### src/rtl/alu_pkg.sv
// Shared opcode map, FSM encoding and opcode-class helpers for the Trireme
// execute-stage ALU.
package alu_pkg;

  localparam logic [5:0] ALU_ADD    = 6'd0,  ALU_PASS_A = 6'd1,  ALU_EQ     = 6'd2,
                         ALU_NE     = 6'd3,  ALU_SLT    = 6'd4,  ALU_SGE    = 6'd5,
                         ALU_SLTU   = 6'd6,  ALU_SGEU   = 6'd7,  ALU_XOR    = 6'd8,
                         ALU_OR     = 6'd9,  ALU_AND    = 6'd10, ALU_SLL    = 6'd11,
                         ALU_SRL    = 6'd12, ALU_SRA    = 6'd13, ALU_SUB    = 6'd14,
                         ALU_MUL    = 6'd15, ALU_MULH   = 6'd16, ALU_MULHSU = 6'd17,
                         ALU_MULHU  = 6'd18, ALU_DIV    = 6'd19, ALU_DIVU   = 6'd20,
                         ALU_REM    = 6'd21, ALU_REMU   = 6'd22;

  typedef enum logic [1:0] {
    IDLE     = 2'd0,
    MUL_WAIT = 2'd1,
    DIV_ITER = 2'd2,
    DIV_FIX  = 2'd3
  } alu_state_e;

  function automatic logic is_muldiv(input logic [5:0] op);
    return (op >= ALU_MUL) && (op <= ALU_REMU);
  endfunction

  function automatic logic is_mul(input logic [5:0] op);
    return (op >= ALU_MUL) && (op <= ALU_MULHU);
  endfunction

endpackage

### src/rtl/alu_serial_divider.sv
// Unsigned radix-2 restoring divider: one quotient bit per cycle for
// DATA_WIDTH cycles after start; abort drops the operation.
module alu_serial_divider #(
  parameter int DATA_WIDTH = 32
) (
  input  logic                  clock,
  input  logic                  reset,
  input  logic                  start,
  input  logic                  abort,
  input  logic [DATA_WIDTH-1:0] dividend,
  input  logic [DATA_WIDTH-1:0] divisor,
  output logic                  done,
  output logic [DATA_WIDTH-1:0] quotient,
  output logic [DATA_WIDTH-1:0] remainder
);

  localparam int CW = $clog2(DATA_WIDTH);

  logic                  running;
  logic [CW-1:0]         count;
  logic [DATA_WIDTH-1:0] quo_q;
  logic [DATA_WIDTH-1:0] rem_q;
  logic [DATA_WIDTH-1:0] divisor_q;
  logic [DATA_WIDTH:0]   rem_shift;
  logic [DATA_WIDTH:0]   diff;

  // quo_q starts as the dividend and shifts quotient bits in from the right.
  assign rem_shift = {rem_q, quo_q[DATA_WIDTH-1]};
  assign diff      = rem_shift - {1'b0, divisor_q};

  // done marks the final iteration; quotient/remainder are complete next cycle.
  assign done      = running && (count == CW'(DATA_WIDTH - 1));
  assign quotient  = quo_q;
  assign remainder = rem_q;

  always_ff @(posedge clock) begin
    if (reset || abort) begin
      running   <= 1'b0;
      count     <= '0;
      quo_q     <= '0;
      rem_q     <= '0;
      divisor_q <= '0;
    end else if (start) begin
      running   <= 1'b1;
      count     <= '0;
      quo_q     <= dividend;
      rem_q     <= '0;
      divisor_q <= divisor;
    end else if (running) begin
      quo_q <= {quo_q[DATA_WIDTH-2:0], ~diff[DATA_WIDTH]};
      rem_q <= diff[DATA_WIDTH] ? rem_shift[DATA_WIDTH-1:0] : diff[DATA_WIDTH-1:0];
      count <= count + 1'b1;
      if (done) running <= 1'b0;
    end
  end

endmodule

### src/rtl/alu_muldiv_unit.sv
// Registered execute-stage ALU for the Trireme cores: single-cycle base ops,
// pipelined multiply and serial divide behind a valid/ready issue port.
module alu_muldiv_unit
  import alu_pkg::*;
#(
  parameter int DATA_WIDTH  = 32,
  parameter int SHAMT_WIDTH = 5,
  parameter int MUL_LATENCY = 2
) (
  input  logic                  clock,
  input  logic                  reset,
  input  logic                  op_valid,
  output logic                  op_ready,
  input  logic [5:0]            ALU_operation,
  input  logic [DATA_WIDTH-1:0] operand_A,
  input  logic [DATA_WIDTH-1:0] operand_B,
  input  logic                  flush,
  output logic                  result_valid,
  output logic [DATA_WIDTH-1:0] ALU_result,
  output logic                  busy,
  output logic [1:0]            fsm_state
);

  localparam int         PIPE_DEPTH = (MUL_LATENCY > 1) ? MUL_LATENCY - 1 : 1;
  localparam logic [1:0] MUL_LAST   = (MUL_LATENCY > 1) ? 2'(MUL_LATENCY - 2) : 2'd0;

  alu_state_e            state, state_next;
  logic                  accept;
  logic                  load_result;
  logic [DATA_WIDTH-1:0] result_next;
  logic [DATA_WIDTH-1:0] result_q;
  logic                  result_valid_q;
  logic [1:0]            mul_cnt;

  // Handshake: an op is taken on a cycle where op_valid && op_ready; issue
  // holds op_valid and the operands stable until then. result_valid is a
  // one-cycle pulse with no back-pressure from writeback.
  assign op_ready = (reset || (state == IDLE)) && !flush;
  assign accept   = op_valid && op_ready;

  // Outputs read as idle for the whole reset cycle, not only after it.
  assign result_valid = result_valid_q && !reset;
  assign ALU_result   = reset ? '0 : result_q;
  assign busy         = (state != IDLE) && !reset;
  assign fsm_state    = state;

  function automatic logic [DATA_WIDTH-1:0] base_result(input logic [5:0] op,
                                                       input logic [DATA_WIDTH-1:0] a,
                                                       input logic [DATA_WIDTH-1:0] b);
    logic [DATA_WIDTH-1:0] r;
    r = '0;
    case (op)
      ALU_ADD:    r = a + b;
      ALU_PASS_A: r = a;
      ALU_EQ:     r[0] = (a == b);
      ALU_NE:     r[0] = (a != b);
      ALU_SLT:    r[0] = ($signed(a) < $signed(b));
      ALU_SGE:    r[0] = ($signed(a) >= $signed(b));
      ALU_SLTU:   r[0] = (a < b);
      ALU_SGEU:   r[0] = (a >= b);
      ALU_XOR:    r = a ^ b;
      ALU_OR:     r = a | b;
      ALU_AND:    r = a & b;
      ALU_SLL:    r = a << b[SHAMT_WIDTH-1:0];
      ALU_SRL:    r = a >> b[SHAMT_WIDTH-1:0];
      ALU_SRA:    r = $signed(a) >>> b[SHAMT_WIDTH-1:0];
      ALU_SUB:    r = a - b;
      default:    r = '0;
    endcase
    return r;
  endfunction

  // Multiply: sign-extending both operands to 2*DATA_WIDTH gives the same
  // low 2*DATA_WIDTH bits as the (DATA_WIDTH+1)-bit signed product.
  logic                  mul_a_sign, mul_b_sign;
  logic [2*DATA_WIDTH-1:0] mul_a, mul_b, mul_full;
  logic [DATA_WIDTH-1:0] mul_sel;
  logic [DATA_WIDTH-1:0] mul_pipe [PIPE_DEPTH];

  assign mul_a_sign = (ALU_operation != ALU_MULHU) && operand_A[DATA_WIDTH-1];
  assign mul_b_sign = (ALU_operation == ALU_MULH) && operand_B[DATA_WIDTH-1];
  assign mul_a      = {{DATA_WIDTH{mul_a_sign}}, operand_A};
  assign mul_b      = {{DATA_WIDTH{mul_b_sign}}, operand_B};
  assign mul_full   = mul_a * mul_b;
  assign mul_sel    = (ALU_operation == ALU_MUL) ? mul_full[DATA_WIDTH-1:0]
                                                 : mul_full[2*DATA_WIDTH-1:DATA_WIDTH];

  // Divide: magnitudes go to the serial divider, signs are reapplied in DIV_FIX.
  logic                  div_signed, div_rem_op, sign_a, sign_b;
  logic                  div_by_zero, div_ovf, div_special, div_start, div_done;
  logic [DATA_WIDTH-1:0] mag_a, mag_b, special_result;
  logic [DATA_WIDTH-1:0] div_quo, div_rem, div_fixed;
  logic                  div_neg_quo, div_neg_rem, div_is_rem;

  assign div_signed  = (ALU_operation == ALU_DIV) || (ALU_operation == ALU_REM);
  assign div_rem_op  = (ALU_operation == ALU_REM) || (ALU_operation == ALU_REMU);
  assign sign_a      = div_signed && operand_A[DATA_WIDTH-1];
  assign sign_b      = div_signed && operand_B[DATA_WIDTH-1];
  assign mag_a       = sign_a ? -operand_A : operand_A;
  assign mag_b       = sign_b ? -operand_B : operand_B;
  assign div_by_zero = (operand_B == '0);
  assign div_ovf     = div_signed && (operand_A == {1'b1, {(DATA_WIDTH-1){1'b0}}})
                       && (operand_B == '1);
  assign div_special = div_by_zero || div_ovf;
  assign special_result = div_by_zero ? (div_rem_op ? operand_A : '1)
                                      : (div_rem_op ? '0 : operand_A);
  assign div_fixed   = div_is_rem ? (div_neg_rem ? -div_rem : div_rem)
                                  : (div_neg_quo ? -div_quo : div_quo);

  alu_serial_divider #(.DATA_WIDTH(DATA_WIDTH)) u_divider (
    .clock     (clock),
    .reset     (reset),
    .start     (div_start),
    .abort     (flush),
    .dividend  (mag_a),
    .divisor   (mag_b),
    .done      (div_done),
    .quotient  (div_quo),
    .remainder (div_rem)
  );

  always_comb begin
    state_next  = state;
    load_result = 1'b0;
    result_next = '0;
    div_start   = 1'b0;
    unique case (state)
      IDLE: begin
        if (accept) begin
          if (!is_muldiv(ALU_operation)) begin
            load_result = 1'b1;
            result_next = base_result(ALU_operation, operand_A, operand_B);
          end else if (is_mul(ALU_operation)) begin
            if (MUL_LATENCY == 1) begin
              load_result = 1'b1;
              result_next = mul_sel;
            end else begin
              state_next = MUL_WAIT;
            end
          end else if (div_special) begin
            load_result = 1'b1;
            result_next = special_result;
          end else begin
            div_start  = 1'b1;
            state_next = DIV_ITER;
          end
        end
      end
      MUL_WAIT: begin
        if (flush) begin
          state_next = IDLE;
        end else if (mul_cnt == MUL_LAST) begin
          load_result = 1'b1;
          result_next = mul_pipe[PIPE_DEPTH-1];
          state_next  = IDLE;
        end
      end
      DIV_ITER: begin
        if (flush) state_next = IDLE;
        else if (div_done) state_next = DIV_FIX;
      end
      DIV_FIX: begin
        state_next = IDLE;
        if (!flush) begin
          load_result = 1'b1;
          result_next = div_fixed;
        end
      end
      default: state_next = IDLE;
    endcase
  end

  always_ff @(posedge clock) begin
    if (reset) begin
      state          <= IDLE;
      result_q       <= '0;
      result_valid_q <= 1'b0;
      mul_cnt        <= '0;
      div_neg_quo    <= 1'b0;
      div_neg_rem    <= 1'b0;
      div_is_rem     <= 1'b0;
      for (int i = 0; i < PIPE_DEPTH; i++) mul_pipe[i] <= '0;
    end else begin
      state          <= state_next;
      result_valid_q <= load_result;
      if (load_result) result_q <= result_next;
      mul_cnt <= (state == MUL_WAIT) ? mul_cnt + 2'd1 : 2'd0;
      // Stage i holds the product accepted i+1 cycles ago.
      mul_pipe[0] <= mul_sel;
      for (int i = 1; i < PIPE_DEPTH; i++) mul_pipe[i] <= mul_pipe[i-1];
      if (div_start) begin
        div_neg_quo <= sign_a ^ sign_b;
        div_neg_rem <= sign_a;
        div_is_rem  <= div_rem_op;
      end
    end
  end

endmodule

### config.mk
export PLATFORM = sky130hd
export DESIGN_NAME = alu_muldiv_unit
export DESIGN_NICKNAME = d
export VERILOG_FILES = /design/src/rtl/alu_pkg.sv /design/src/rtl/alu_serial_divider.sv /design/src/rtl/alu_muldiv_unit.sv
export SDC_FILE = /design/constraint.sdc
export NUM_CORES = 2
export LEC_CHECK = 0
export ABC_AREA = 1
export BUFFER_PORTS_ARGS = -buffer_cell sky130_fd_sc_hd__buf_2
export CAP_MARGIN = 20
export CORE_UTILIZATION = 35
export CTS_CLUSTER_SIZE = 20
export DETAILED_ROUTE_END_ITERATION = 8
export PLACE_DENSITY = 0.56
export SLEW_MARGIN = 10
export SYNTH_ARGS = -nofsm -noshare
export SYNTH_HDL_FRONTEND = slang
export SYNTH_SLANG_ARGS = --single-unit
### constraint.sdc
create_clock -name clock -period 14.65 [get_ports clock]
set_input_delay 1.465 -clock clock [delete_from_list [all_inputs] [get_ports clock]]
set_output_delay 1.465 -clock clock [all_outputs]
set_load 0.02 [all_outputs]
==> results.yml <==
clock_network:
  clock_path_buffers: 2
  clk_latency_ns: 0.51
  cts_root_buf: "clkbuf_16"
  numCtsBuffers: 17
  cts.sink_count: 174
  ctsResizeCount: 0
  cts-htree-levels: 4
  path_clk_slew_ns: 0.08
  cts_setup_buffers: 0
  cts_tree: "built"
  hold_buffers: 0
critical_path:
  crit_family: "adder cells"
  max_stage_delay_ns: 0.83
  cp_num_buf_inv: 13
  crit_fanout: 20
  path_depth: 35
  reg2reg_depth: 18
  critPathKind: "in -> reg"
  cp.arrival_ns: 10.53
  crit_top_cell: "inv_1"
  critPathRequiredTime_ns: 15.00
  crit_path_start_kind: "primary input"
  cp_slowest_cell: "fa_1"
  endpoint_kind: "register"
synthesis:
  synth_common_cells: "nand2_1, inv_1, fa_1"
  async_reset_ff_share_pct: 0
  yosys.area_share.simple_pct: 25.6
  yosys-mux-area-fraction_pct: 0.0317
  synth_top_family_by_area: "adder cells"
  synth_top_area_share_pct: 35.8
  ys_ff_latch: 174
  seq_area_frac_synth_pct: 5.52
  yosys-top-cells-area: "fa_1, nand2_1, inv_1, ha_1, dfxtp_1"
  syn-num-nets: 10800
  yosysUniqueCellTypes: 62
  synth-edff-count: 0
  synth_adder_area_share_pct: 42.7
  yosysWarnings: 0
  synth.most_common_cell: "nand2_1"
  synth_area_per_cell_um2: 6.81
  syn_area_um2: 63200
  synth-xor-area-share_pct: 1.44
  ys.flop_type: "dfxtp_1"
  synth_top_cell_by_area: "fa_1"
  syn_inst: 9279
  synth-compound-area-share_pct: 9.70
grt:
  grt_pass1_wl_mm: 436
  grt_start_max_net_pins: 71
  grt.overflow.total: 0
  antenna_found_initial: 13
  grt_pass1_vias: 62500
  track_usage_pct: 32.9
sta:
  fin_tns_setup_ns: 0
  worst_slack_ns: 4.47
  slew_headroom_pct: 19.1
  tightest_slew_ns: 1.20
  finalHoldViolCount: 0
  rsz0062_at_grt: "no"
  final.min_clock_period_ns: 10.18
  skew_ns: 0.0211
  fmax_ghz: 0.0982
  worst_hold_slack_ns: 0.422
  drv_slew: 0
  finalSetupViolCount: 0
  post-route-period-util_pct: 69.5
floorplan:
  die_w_um: 427
  row_count: 155
  coreArea_um2: 179000
  dieArea_um2: 182000
  ioPinCount: 111
  start_util_pct: 35.3
  die_h_um: 427
drt:
  vias: 63000
  vias_per_cell: 5.51
  routed_wl_mm: 299
  drtPass1Iterations: 8
  first_iter_violations: 7490
  met1Wirelength_mm: 121
  detail_route.wl_per_cell_um: 26.1
  wl_met3_mm: 31.1
  wl_met2_mm: 127
  topRoutingLayerUsed: "met5"
  ant_nets: 0
  drc: 0
layout:
  nets: 10600
  drive_gt1_share_pct: 3.70
  register_area_um2: 3480
  fillers: 19400
  areaGrowthSynthToFinish_pct: 4.88
  multiInputGateArea_um2: 50300
  fin_util_pct: 37.0
status:
  status: "finished, final reports clean"
place:
  dpl_worst_slack_ns: 4.03
  gp_congestion: 1.08
  numPortBuffers: 110
  dp_hpwl_mm: 239
job:
  cap_viol_max_count: 0
hold_path:
  hold_class: "reg -> reg"
  worstHoldPathCells: 1
-- path summary, 6_finish.rpt --
path / start / endpoint / slack, ns
worst min register to register: mul_cnt[0] / mul_cnt[0] / 0.42
worst max-delay path: ALU_operation[5] / mul_pipe[0][24] / 4.47
worst max register to register: u_divider.quotient[31] / u_divider.quotient[0] / 11.09
worst min-delay path: mul_cnt[0] / mul_cnt[0] / 0.42
-- layer usage --
layer | up-vias | global-route usage [%]
met2 | 3399 | 49.5
met3 | 724 | 8.40
met1 | 31200 | 43.4
met4 | 14 | 17.2
li1 | 27600 | -
met5 | - | 0.476
-- placed cells by master (no fill, tap or decap), types with 33 or more instances in the layout --
| cell | Yosys | layout |
|---|---|---|
| a21oi_1 | 511 | 511 |
| o22ai_1 | 33 | 33 |
| inv_1 | 1972 | 1971 |
| ha_1 | 349 | 349 |
| nor3_1 | 83 | 82 |
| buf_2 | 59 | 108 |
| dfxtp_1 | 174 | 174 |
| nand3_1 | 608 | 608 |
| o21ai_0 | 376 | 376 |
| buf_4 | 8 | 112 |
| o211ai_1 | 33 | 33 |
| o21ai_1 | 63 | 62 |
| nand4_1 | 103 | 103 |
| xor2_1 | 84 | 84 |
| fa_1 | 1128 | 1128 |
| nand2_1 | 2398 | 2398 |
| nor2_1 | 651 | 647 |
-- metrics by stage --
step	instance area [um^2]	instances
2_1_floorplan	63200	9279
3_3_place_gp	65600	11400
3_5_place_dp	65600	11400
4_1_cts	66200	11400
5_1_grt	66200	11400
6_report	66200	11400
-- area by class of cell --
class	count	area share, %
Antenna cell	9	0.0340
Inverter	2010	11.4
Clock inverter	12	0.234
Sequential cell	174	5.26
Clock buffer	18	0.663
Tap cell	2355	4.45
Multi-Input combinational cell	6643	75.9
Timing Repair Buffer	220	2.09
-- state kept, by name, indices dropped and copies added, names as in the netlist --
name and count:
u_divider.quotient 32, div_neg_rem 1, u_divider.running 1, fsm_state 2, result_q 32, u_divider.count 5, u_divider.remainder 32, mul_cnt 2
result_valid_q 1, div_is_rem 1, u_divider.divisor_q 32, div_neg_quo 1, mul_pipe 32
-- logic make-up (layout without fill, tap and decap cells) --
family          after synthesis  count (layout)
fa+ha+maj                  1479            1479
xor+xnor                    104             104
other cells                   0               9
simple gates               3926            3926
flops                       174             174
mux                           2               2
buf+inv                    2462            2260
compound gates             1132            1132
Power is left out: the tool's default activity adds up to more than one toggle a clock period on the data nets, which glitch-free logic cannot reach.
